`src/rtl/mem_port_arbiter.sv`:
```
// mem_port_arbiter: arbitrates a fetch port and a data port onto one single-ported memory
// Ports: clk/rst (async active-low); if_req/if_addr fetch request; mem_req/mem_we/mem_addr/mem_wdata
// data request; m_valid/m_we/m_addr/m_wdata memory request, m_ready/m_rdata completion;
// if_ack/mem_ack one-cycle completions with rdata; sel address-mux owner (1 = data); if_stall/mem_stall.
module mem_port_arbiter #(
  parameter int N = 32,
  parameter int MAX_CONSEC = 4
) (
  input  logic         clk,
  input  logic         rst,
  input  logic         if_req,
  input  logic [N-1:0] if_addr,
  input  logic         mem_req,
  input  logic         mem_we,
  input  logic [N-1:0] mem_addr,
  input  logic [N-1:0] mem_wdata,
  output logic         m_valid,
  output logic         m_we,
  output logic [N-1:0] m_addr,
  output logic [N-1:0] m_wdata,
  input  logic         m_ready,
  input  logic [N-1:0] m_rdata,
  output logic         if_ack,
  output logic         mem_ack,
  output logic [N-1:0] rdata,
  output logic         sel,
  output logic         if_stall,
  output logic         mem_stall
);
  typedef enum logic [1:0] {IDLE, BUSY_IF, BUSY_MEM, ACK} state_t;
  state_t state, state_nxt;
  logic [3:0] consec_cnt;
  logic grant_mem, grant_if;
  // Data wins unless the fetch has already been passed over MAX_CONSEC times in a row.
  always_comb begin
    grant_mem = mem_req & ~(if_req & (consec_cnt == 4'(MAX_CONSEC)));
    grant_if  = if_req & ~grant_mem;
  end
  always_ff @(posedge clk or negedge rst)
    if (!rst) state <= IDLE;
    else state <= state_nxt;
  always_comb begin
    state_nxt = state;
    unique case (state)
      IDLE:             state_nxt = grant_mem ? BUSY_MEM : grant_if ? BUSY_IF : IDLE;
      BUSY_IF, BUSY_MEM: state_nxt = m_ready ? ACK : state;
      ACK:              state_nxt = IDLE;
    endcase
  end
  always_comb begin
    m_valid   = (state == BUSY_IF) | (state == BUSY_MEM);
    if_ack    = (state == ACK) & ~sel;
    mem_ack   = (state == ACK) & sel;
    if_stall  = if_req & ~if_ack;
    mem_stall = mem_req & ~mem_ack;
  end
  always_ff @(posedge clk or negedge rst)
    if (!rst) begin
      sel        <= 1'b0;
      consec_cnt <= '0;
      m_we       <= 1'b0;
      m_addr     <= '0;
      m_wdata    <= '0;
      rdata      <= '0;
    end else begin
      if (state == IDLE && (grant_mem | grant_if)) begin
        sel        <= grant_mem;
        m_we       <= grant_mem & mem_we;
        m_addr     <= grant_mem ? mem_addr : if_addr;
        m_wdata    <= grant_mem ? mem_wdata : '0;
        consec_cnt <= (grant_mem & if_req) ? consec_cnt + 4'd1 : 4'd0;
      end
      if (m_valid && m_ready) rdata <= m_rdata;
    end
endmodule
```
`config.mk`:
```
export PLATFORM = sky130hd
export DESIGN_NAME = mem_port_arbiter
export DESIGN_NICKNAME = d
export VERILOG_FILES = /design/src/rtl/mem_port_arbiter.sv
export SDC_FILE = /design/constraint.sdc
export NUM_CORES = 1
export LEC_CHECK = 0
export ABC_CLOCK_PERIOD_IN_PS = 1950
export CAP_MARGIN = 20
export CORE_MARGIN = 2
export CORE_UTILIZATION = 40
export CTS_CLUSTER_SIZE = 14
export DETAILED_ROUTE_END_ITERATION = 8
export GPL_TIMING_DRIVEN = 1
export PLACE_DENSITY_LB_ADDON = 0.08
export SYNTH_ARGS = -nofsm -noshare
export SYNTH_HDL_FRONTEND = slang
export SYNTH_SLANG_ARGS = --single-unit
```
`constraint.sdc`:
```
create_clock -name clk -period 1.95 [get_ports clk]
set_input_delay 0.4875 -clock clk [delete_from_list [all_inputs] [get_ports clk]]
set_output_delay 0.4875 -clock clk [all_outputs]
set_load 0.005 [all_outputs]
```
== Word-level counts from Yosys, hierarchy flattened ==
Index checks and enable logic that the tools add are counted.
W data, S select, Z words.

* Flip-flop bits (word level): 104
* Bits of input ports: 134
* Output and inout bits: 103
* Word-level logic and storage cells: 40

* $add $sub $neg: 1
* Eq/ne operators: 5
* Multiplexer cells: 7
* Bitwise operators: 16
* Reduce and logical (&&, ||, !) cells: 4

{| class="wikitable"
|+ Operators with widths
! kind !! count
|-
| $mux W32 || 2
|-
| $and A1 B1 Y1 || 9
|-
| $pmux W2 S3 || 1
|-
| $not A1 Y1 || 5
|-
| $add A4 B1 Y4 const B || 1
|-
| $eq A2 B2 Y1 const B || 2
|-
| $eq A4 B3 Y1 const B || 1
|-
| $mux W2 || 2
|-
| $mux W4 || 1
|-
| $eq A2 B1 Y1 const B || 1
|-
| $logic_and A1 B1 Y1 || 2
|-
| $logic_not A2 Y1 || 1
|-
| $ne A2 B2 Y1 const B || 1
|-
| $or A1 B1 Y1 || 2
|-
| $reduce_or A2 Y1 || 1
|-
| $mux W1 || 1
|}

== Depth between registers and ports, before layout ==
Gate-level depths: netlist of run 1.

* Depth after elaboration: 9
* Gate-level depth with buffers: 8
* Depth with buffers taken out: 5

== Worst setup path before layout of run 1 ==
No wires, ideal clock.

* Kind: register to register
* From: register state[0]
* To: register rdata[13]
* Setup time: 0.125 ns
* Arrival: 1.463 ns
* Path slack: 0.362 ns
* Stages on the path, launching flop included: 6
* Path buffers: 1
* Cells stage by stage: dfrtp_1 -> inv_1 -> ha_1 -> nand2_1 -> buf_2 -> mux2_2

* Cells in the longest elaborated chain, start to end: 3

{| class="wikitable"
|+ Ends and longest elaborated chain
! item !! line !! RTL
|-
| from (decl) || 31 || <nowiki>state_t state, state_nxt;</nowiki>
|-
| from (signal assigned) || 41 || <nowiki>else state <= state_nxt;</nowiki>
|-
| $eq A2 B1 Y1 / $eq A2 B2 Y1 (equally long branches) || 51 || <nowiki>m_valid = (state == BUSY_IF) | (state == BUSY_MEM);</nowiki>
|-
| $or A1 B1 Y1 (*) || 51 ||
|-
| via m_valid || 17 || <nowiki>output logic m_valid,</nowiki>
|-
| $logic_and A1 B1 Y1 (*) || 73 || <nowiki>if (m_valid && m_ready) rdata <= m_rdata;</nowiki>
|-
| to (signal assigned) || 73 ||
|-
| to (decl) || 25 || <nowiki>output logic [N-1:0] rdata,</nowiki>
|}

The timed path passes the listed nets; every way through them passes the cells marked *.
A chain may end at the register's enable or synchronous reset.

== Final worst setup path of run 1 ==
* From: register state[0]
* To: output port mem_ack

* Cells in the longest elaborated chain, start to end: 2

{| class="wikitable"
|+ Ends and longest elaborated chain
! item !! line !! RTL
|-
| $eq A2 B2 Y1 || 53 || <nowiki>mem_ack = (state == ACK) & sel;</nowiki>
|-
| $and A1 B1 Y1 || 53 ||
|-
| to (decl) || 24 || <nowiki>output logic mem_ack,</nowiki>
|}

Every way passes these cells.

==> flow_summary.ini, run 1 <==
[global_route]
grt-ovfl-total = 0
grt_pass1_vias = 4118
antenna_found_initial = 0
grt_max_degree = 105
grt_usage = 0.2092
grt_first_pass_wirelength_um = 21080

[die]
rows = 39
die_area_sq_mm = 0.01237
die_w_um = 111.2
ios = 237
fp.dieH_um = 111.2
start_util = 0.4063
core_sq_mm = 0.01132

[logic_synthesis]
synth-warning-count = 0
synth_compound_area_frac = 0.1706
synth_ff_type = dfrtp_1
synth_edf_count = 0
syn-num-nets = 512
synth_fa_ha_area_frac = 0.01360
netlist.area_leader.share = 0.5658
synthTopCellsByArea = dfrtp_1 (57%), o211ai_2 (8.2%), a22o_1 (6.3%)
netlist_area_sq_mm = 0.004599
synth_most_common_cell = dfrtp_1
avgSynthCellArea_sq_um = 12.33
ys_seq_area_frac = 0.5658
synth-simple-area-share = 0.1202
synth_commonest_cells = dfrtp_1 (104), nand2_1 (69), a22o_1 (33)
synth-xor-area-share = 0
synth_top_area_cell = dfrtp_1
synthArstFlopShare = 1.000
ys_types = 32
synth_top_family_by_area = compound AO/OA/AOI/OAI gates
synth-seq-cells = 104
synthCells = 373
synth_mux_area_frac = 0.08297

[timing]
hold_viol = 0
tightestPinTransition_ns = 0.5547
period_share = 0.9674
period_minus_slack_ns = 1.886
slew_violations = 0
fin_tns_setup_ns = 0
fin_skew_ns = 0.009393
max_freq_mhz = 530.1
rsz0062_at_grt = no
setup_violations = 0
slew_headroom = 0.6302

[clock_network]
cts_tree = done
clockRootBuffer = clkbuf_16
postCtsHoldBufs = 0
cts_htree_levels = 3
numCtsBuffers = 9
cts_buffer_depth = 2
cts_sinks = 104
clock_latency_ns = 0.33
clk_pin_slew_ns = 0.07

[layout]
fillCellCount = 878
drive_above_1_share = 0.1426
final_nets = 745
insertedDiodeCount = 0
final_cells = 753
area_delta_synth_final_pct = 63.22
regArea_sq_mm = 0.002603
multi_input_area_sq_mm = 0.001795

[drt]
first_pass_iters = 4
vias = 3909
drt_iter0_drc = 201
ant_nets = 0
routedWlPerCell_um = 17.05
wl_um = 12840
vias_per_cell = 5.191
drc = 0

[setup_path]
required_ns = 1.46
path_max_fanout = 3
start_kind = flip-flop
criticalPathCategory = flip-flop to output pin
r2r-start = state[0]$_DFFE_PN0P_
worstRegToRegCells = 6
worstPathCellList = ha_1 -> and2_4 -> dlygate4sd2_1
cp_slowest_cell = dfrtp_1
max_stage_delay_ns = 0.41
critPathArrivalTime_ns = 1.40
cp-end-kind = output pin
crit_start = state[0]$_DFFE_PN0P_

[min_path]
hold_path.class = input pin to async pin

[outcome]
outcome = completed

[place]
post-dp-hpwl_um = 9263
port-buffer-count = 236
place_congestion = 0.7447
dp_cells = 737

[pwr]
peakVddDrop_mv = 0.7270
powerDensity_mw_per_mm2 = 1494
p_total_uw = 11220
p_leak_uw = 0.003207

[run]
maxCapViolCount = 0
## area by class of cell
cell class / count / area share
flip-flops and latches: 104 / 0.3467
repair buffers: 255 / 0.3435
multi-input cells: 231 / 0.2392
clock buffers: 10 / 0.03050
well taps: 143 / 0.02383
clock inverters: 5 / 0.01383
inverters: 5 / 0.002500
## flip-flops by register name, summed over array words and instances, names as in the netlist
register / flops
m_wdata: 32
m_we: 1
state: 2
rdata: 32
sel: 1
consec_cnt: 4
m_addr: 32
## repair_timing
item,in CTS,in global routing
endpoints found under the setup margin,5,3
endpoints found under the hold margin,0,0
gates resized for setup,9,4
gates cloned,0,0
buffers inserted,1,0
pin swaps,0,1
## through the flow
stage	util	hold slack (ns)	setup slack [ns]	area [sq um]
after floorplan	-	0.1919	0.3623	4599
after global placement	0.6336	0.4701	-0.3004	7173
after detailed placement	0.6336	0.4759	-0.2783	7173
after CTS	0.6630	0.2398	0.03041	7506
after global routing	0.6631	0.2668	0.007996	7507
final	0.6631	0.2082	0.06365	7507
## critical path: cells and delay by family, from the launching register on
| kind | cells | cell delay (ns) |
|---|---|---|
| fa+ha+maj | 1 | 0.21 |
| buf+inv | 1 | 0.29 |
| flops | 1 | 0.41 |
| simple gates | 1 | 0.16 |
## where the power goes
group          switching [uW]  total [uW]  internal [uW]
clock                     773        2020           1250
combinational            2140        5430           3290
sequential                580        3770           3190
total                    3490       11200           7730
## final timing paths
path	to	slack (ns)
worst max-delay path	mem_ack	0.06
worst min-delay path	rdata[13]$_DFFE_PN0P_	0.21
worst max register to register	rdata[15]$_DFFE_PN0P_	0.24
worst min register to register	m_addr[25]$_DFFE_PN0P_	0.49
max in group asynchronous	m_addr[1]$_DFFE_PN0P_	1.32
min in group clk	m_addr[25]$_DFFE_PN0P_	0.49
## cell usage in the layout (no fill, tap or decap), types with 2 or more instances in the layout
| cell type | count |
|---|---|
| clkdlybuf4s50_1 | 230 |
| dfrtp_1 | 104 |
| nand2_1 | 69 |
| a22o_1 | 33 |
| nand4_1 | 32 |
| o211ai_2 | 30 |
| mux2_1 | 18 |
| mux2_2 | 15 |
| buf_4 | 14 |
| clkbuf_16 | 9 |
| buf_12 | 7 |
| inv_1 | 5 |
| ha_1 | 5 |
| nor2_1 | 4 |
| a32o_1 | 3 |
| bufinv_16 | 3 |
| dlygate4sd2_1 | 3 |
| nor2b_1 | 2 |
| a21oi_1 | 2 |
| o211ai_1 | 2 |
## per-layer routing
metal,vias up,GRT usage,wire length (um)
met5,-,0,0
met4,0,0.07243,210
met3,16,0.04975,1065
met2,180,0.3362,6063
met1,1890,0.2795,5500
li1,1823,-,-
## cell families after synthesis
family	Yosys count
muxes	34
AOI/OAI and AO/OA	78
DFF	104
buffers and inverters	38
and+or+nand+nor	114
adders and majority gates	5
(Power assumes the default switching activity.)
==> run 2, diff against run 1 <==
CORE_ASPECT_RATIO = 1.2   (was not set)
==> flow_summary.ini, run 2 (synthesis results as in run 1) <==
[timing]
setup_violations = 0
period_minus_slack_ns = 1.857
hold_viol = 0
fin_tns_setup_ns = 0
slew_headroom = 0.7396
rsz0062_at_grt = no
tightestPinTransition_ns = 0.3907
max_freq_mhz = 538.6
period_share = 0.9521
slew_violations = 0
fin_skew_ns = 0.006634

[layout]
final_cell_mix = clkdlybuf4s50_1 (230), dfrtp_1 (104), nand2_1 (69), a22o_1 (33), nand4_1 (32)
final_cells = 767
final_util = 0.6705
fillCellCount = 892
final_cell_area_sq_mm = 0.007470
drive_above_1_share = 0.1436
final_nets = 747
top_regs = m_addr x32, m_wdata x32, rdata x32
final_common_cell = clkdlybuf4s50_1
insertedDiodeCount = 0
area_delta_synth_final_pct = 62.40

[drt]
drt_iter0_drc = 188
wl_um = 13420
first_pass_iters = 5
routedWlPerCell_um = 17.49
ant_nets = 0
vias = 3983
vias_per_cell = 5.193
drc = 0

[setup_path]
critPathArrivalTime_ns = 1.37
required_ns = 1.46
start_kind = flip-flop
cp-end-kind = output pin
path_max_fanout = 3
criticalPathCategory = flip-flop to output pin

[pwr]
combPwrFrac = 0.492
power.internal_uw = 7419
powerDensity_mw_per_mm2 = 1467
switching_share = 0.3230
peakVddDrop_mv = 0.5987
seqPwrFrac = 0.343
power_switching_uw = 3539
clkPwrFrac = 0.165
p_leak_uw = 0.003186
p_total_uw = 10960

[die]
core_sq_mm = 0.01114
die_area_sq_mm = 0.01238
rows = 42
fp.dieH_um = 121.5
die_w_um = 101.9
start_util = 0.4128
ios = 237

[place]
dpl_cell_area_sq_mm = 0.007177
dp_cells = 750
port-buffer-count = 236
post-dp-hpwl_um = 9686
place_congestion = 0.7753

[global_route]
antenna_found_initial = 0
grt_first_pass_wirelength_um = 20180
grt_usage = 0.2117
grt-ovfl-total = 0
grt_max_degree = 48
grt_pass1_vias = 3965

[clock_network]
cts_tree = done
clockRootBuffer = clkbuf_16
cts_htree_levels = 3
clock_latency_ns = 0.34
clk_pin_slew_ns = 0.07
cts_sinks = 104
cts_buffer_depth = 2
post_cts_buffers = 0
postCtsHoldBufs = 0
numCtsBuffers = 9

[outcome]
outcome = completed

[min_path]
hold_path.class = input pin to async pin

[run]
maxCapViolCount = 0
[run 2: changes by cell type in the layout (fill, tap and decap cells not counted)]
cell       previous run  this run
inv_6                 1         2
buf_4                14        15
and3_2                0         1
nor2b_2               1         0
and2_4                1         0
clkinv_2              1         2
and2_1                0         1
buf_12                7         5
buf_6                 0         1
bufinv_16             3         1
clkinv_4              0         1
clkbuf_2              1         2
nor2b_1               2         3
[run 2: path summary, 6_finish.rpt]
path	startpoint	endpoint	slack, ns	cells after the start
min in group clk	m_addr[10]$_DFFE_PN0P_	m_addr[10]$_DFFE_PN0P_	0.49	2
max	state[0]$_DFFE_PN0P_	m_valid	0.09	3
min	rst	rdata[10]$_DFFE_PN0P_	0.03	1
max in group asynchronous	rst	m_addr[17]$_DFFE_PN0P_	1.37	2
max reg2reg	state[0]$_DFFE_PN0P_	rdata[22]$_DFFE_PN0P_	0.26	6
min reg2reg	m_addr[10]$_DFFE_PN0P_	m_addr[10]$_DFFE_PN0P_	0.49	2
[run 2: per-layer routing]
| layer | global-route usage | part of all wire |
|---|---|---|
| met2 | 0.3479 | 0.49 |
| met4 | 0.08417 | 0.025 |
| met5 | 0 | 0 |
| met1 | 0.2647 | 0.41 |
| met3 | 0.05530 | 0.080 |
[run 2: worst max-delay path: stages, from the launching register on]
cell	delay (ns)
dfrtp_1	0.37
inv_1	0.07
ha_1	0.30
dlygate4sd2_1	0.29
[run 2: layout make-up]
type	count	area, sq um	share of cell area
Multi-Input combinational cell	232	1798	0.2407
Timing Repair Buffer	256	2562	0.3430
Sequential cell	104	2603	0.3484
Clock inverter	6	66.31	0.008878
Clock buffer	10	229.0	0.03065
Inverter	5	18.77	0.002513
Tap cell	154	192.7	0.02580
[run 2: power groups by stage]
stage	registers [uW]	logic, uW	clock network [uW]
after CTS	3760	5460	1850
final	3750	5400	1810
after detailed placement	3780	5470	0
after floorplan	3820	2370	0
after global routing	3880	5840	1950
after global placement	3760	5320	0
[run 2: metrics by stage]
step	setup slack (ns)	hold slack, ns
finish	0.09338	0.02763
global route	0.02074	0.03926
CTS	0.02187	0.02991
detailed placement	-0.3347	0.4006
global placement	-0.3094	0.3989
floorplan	0.3623	0.1919
[run 2: timing repair]
item,in CTS,in global routing
cloned,0,1
pin swaps,0,1
resized for setup,6,4
endpoints found under the setup margin,5,37
==> run 3, diff against run 2 <==
GPL_TIMING_DRIVEN = 0   (was 1)
==> flow_summary.ini, run 3 (synthesis results as in run 1) <==
[clock_network]
clockRootBuffer = clkbuf_16
postCtsHoldBufs = 0
cts_buffer_depth = 2
cts_tree = done
clock_latency_ns = 0.35
clk_pin_slew_ns = 0.07
cts_htree_levels = 3
cts_sinks = 104
numCtsBuffers = 9

[run]
maxCapViolCount = 0

[pwr]
seqPwrFrac = 0.344
clkPwrFrac = 0.163
power.internal_uw = 7369
switching_share = 0.3230
powerDensity_mw_per_mm2 = 1455
peakVddDrop_mv = 0.6181
p_leak_uw = 0.003180
power_switching_uw = 3516
combPwrFrac = 0.493
p_total_uw = 10880

[global_route]
grt_max_degree = 67
grt-ovfl-total = 0
grt_pass1_vias = 4136
grt_first_pass_wirelength_um = 20470
grt_usage = 0.2125
antenna_found_initial = 0

[timing]
period_minus_slack_ns = 1.877
fin_ws_ns = 0.07298
period_share = 0.9626
slew_violations = 0
setup_violations = 0
hold_viol = 0
rsz0062_at_grt = no
fin_skew_ns = 0.009004
tightestPinTransition_ns = 0.5509
slew_headroom = 0.6327
max_freq_mhz = 532.8

[die]
core_sq_mm = 0.01114
start_util = 0.4128
die_w_um = 101.9
fp.dieH_um = 121.5
die_area_sq_mm = 0.01238
ios = 237
rows = 42

[layout]
final_cell_mix = clkdlybuf4s50_1 (228), dfrtp_1 (104), nand2_1 (69), a22o_1 (33), nand4_1 (32)
final_nets = 759
final_util = 0.6713
final_cells = 779
final_common_cell = clkdlybuf4s50_1
area_delta_synth_final_pct = 62.60
insertedDiodeCount = 0
top_regs = m_addr x32, m_wdata x32, rdata x32
drive_above_1_share = 0.1408
final_cell_area_sq_mm = 0.007478

[setup_path]
cp-end-kind = output pin
r2r-start = state[0]$_DFFE_PN0P_
crit_start = state[1]$_DFFE_PN0P_
cp_slowest_cell = dfrtp_1
worstPathCellList = inv_1 -> ha_4 -> dlygate4sd2_1
max_stage_delay_ns = 0.39
critPathArrivalTime_ns = 1.39
required_ns = 1.46
criticalPathCategory = flip-flop to output pin
path_max_fanout = 6
start_kind = flip-flop

[place]
post-place-ws_ns = -0.9653
place_congestion = 0.7898
port-buffer-count = 235
dp_cells = 763
post-dp-hpwl_um = 9872
dpl_cell_area_sq_mm = 0.007169

[drt]
wl_um = 13190
ant_nets = 0
vias_per_cell = 5.155
drc = 0
vias = 4016
drt_iter0_drc = 124
first_pass_iters = 5
routedWlPerCell_um = 16.93

[min_path]
hold_path.class = input pin to async pin

[outcome]
outcome = completed
-- run 3: through the flow --
step	hold slack (ns)	TNS, ns
4_1_cts	0.1335	0
3_5_place_dp	0.4704	-6.087
5_1_grt	0.1540	0
6_report	0.1155	0
3_3_place_gp	0.4701	-370.46
2_1_floorplan	0.1919	0
-- run 3: power by group through the flow --
stage | sequential, uW | clock (uW) | combinational, uW
3_5_place_dp | 3770 | 0 | 5420
6_report | 3740 | 1770 | 5370
4_1_cts | 3750 | 1810 | 5460
3_3_place_gp | 3730 | 0 | 5290
2_1_floorplan | 3820 | 0 | 2370
5_1_grt | 3870 | 1900 | 5830
-- run 3: per-layer routing --
metal	track usage	wire length, um	part of all wire
met1	0.2568	5382	0.41
met2	0.3586	6468	0.49
met3	0.05184	973	0.074
met4	0.09000	364	0.028
met5	0	0	0
-- run 3: path summary, 6_finish.rpt --
kind	slack (ns)	end	cells after the start
worst max-delay path	0.07	m_valid	3
worst min-delay path	0.12	rdata[10]$_DFFE_PN0P_	1
worst max register to register	0.15	m_addr[29]$_DFFE_PN0P_	7
worst min register to register	0.49	rdata[1]$_DFFE_PN0P_	1
max in group asynchronous	1.13	m_wdata[3]$_DFFE_PN0P_	2
min in group clk	0.47	consec_cnt[0]$_DFFE_PN0P_	2
-- run 3: timing repair --
action                     in CTS  in global routing
setup endpoints to repair       5                  3
hold endpoints to repair        0                  0
gates resized for setup        14                  3
setup buffers                   1                  0
-- run 3: cell type report --
| cell class | count | area (sq um) |
|---|---|---|
| clock buffer | 13 | 270.3 |
| multi-input combinational | 231 | 1794 |
| timing repair buffer | 237 | 2370 |
| fill | 891 | 3662 |
| buffer | 32 | 205.2 |
| tap | 154 | 192.7 |
| sequential | 104 | 2603 |
| clock inverter | 3 | 25.02 |
| inverter | 5 | 18.77 |
-- run 3: worst max-delay path, delay by kind of cell, from the launching register on --
kind / cells / cell delay (ns)
adders and majority gates: 1 / 0.30
buffers and inverters: 2 / 0.36
DFF: 1 / 0.39
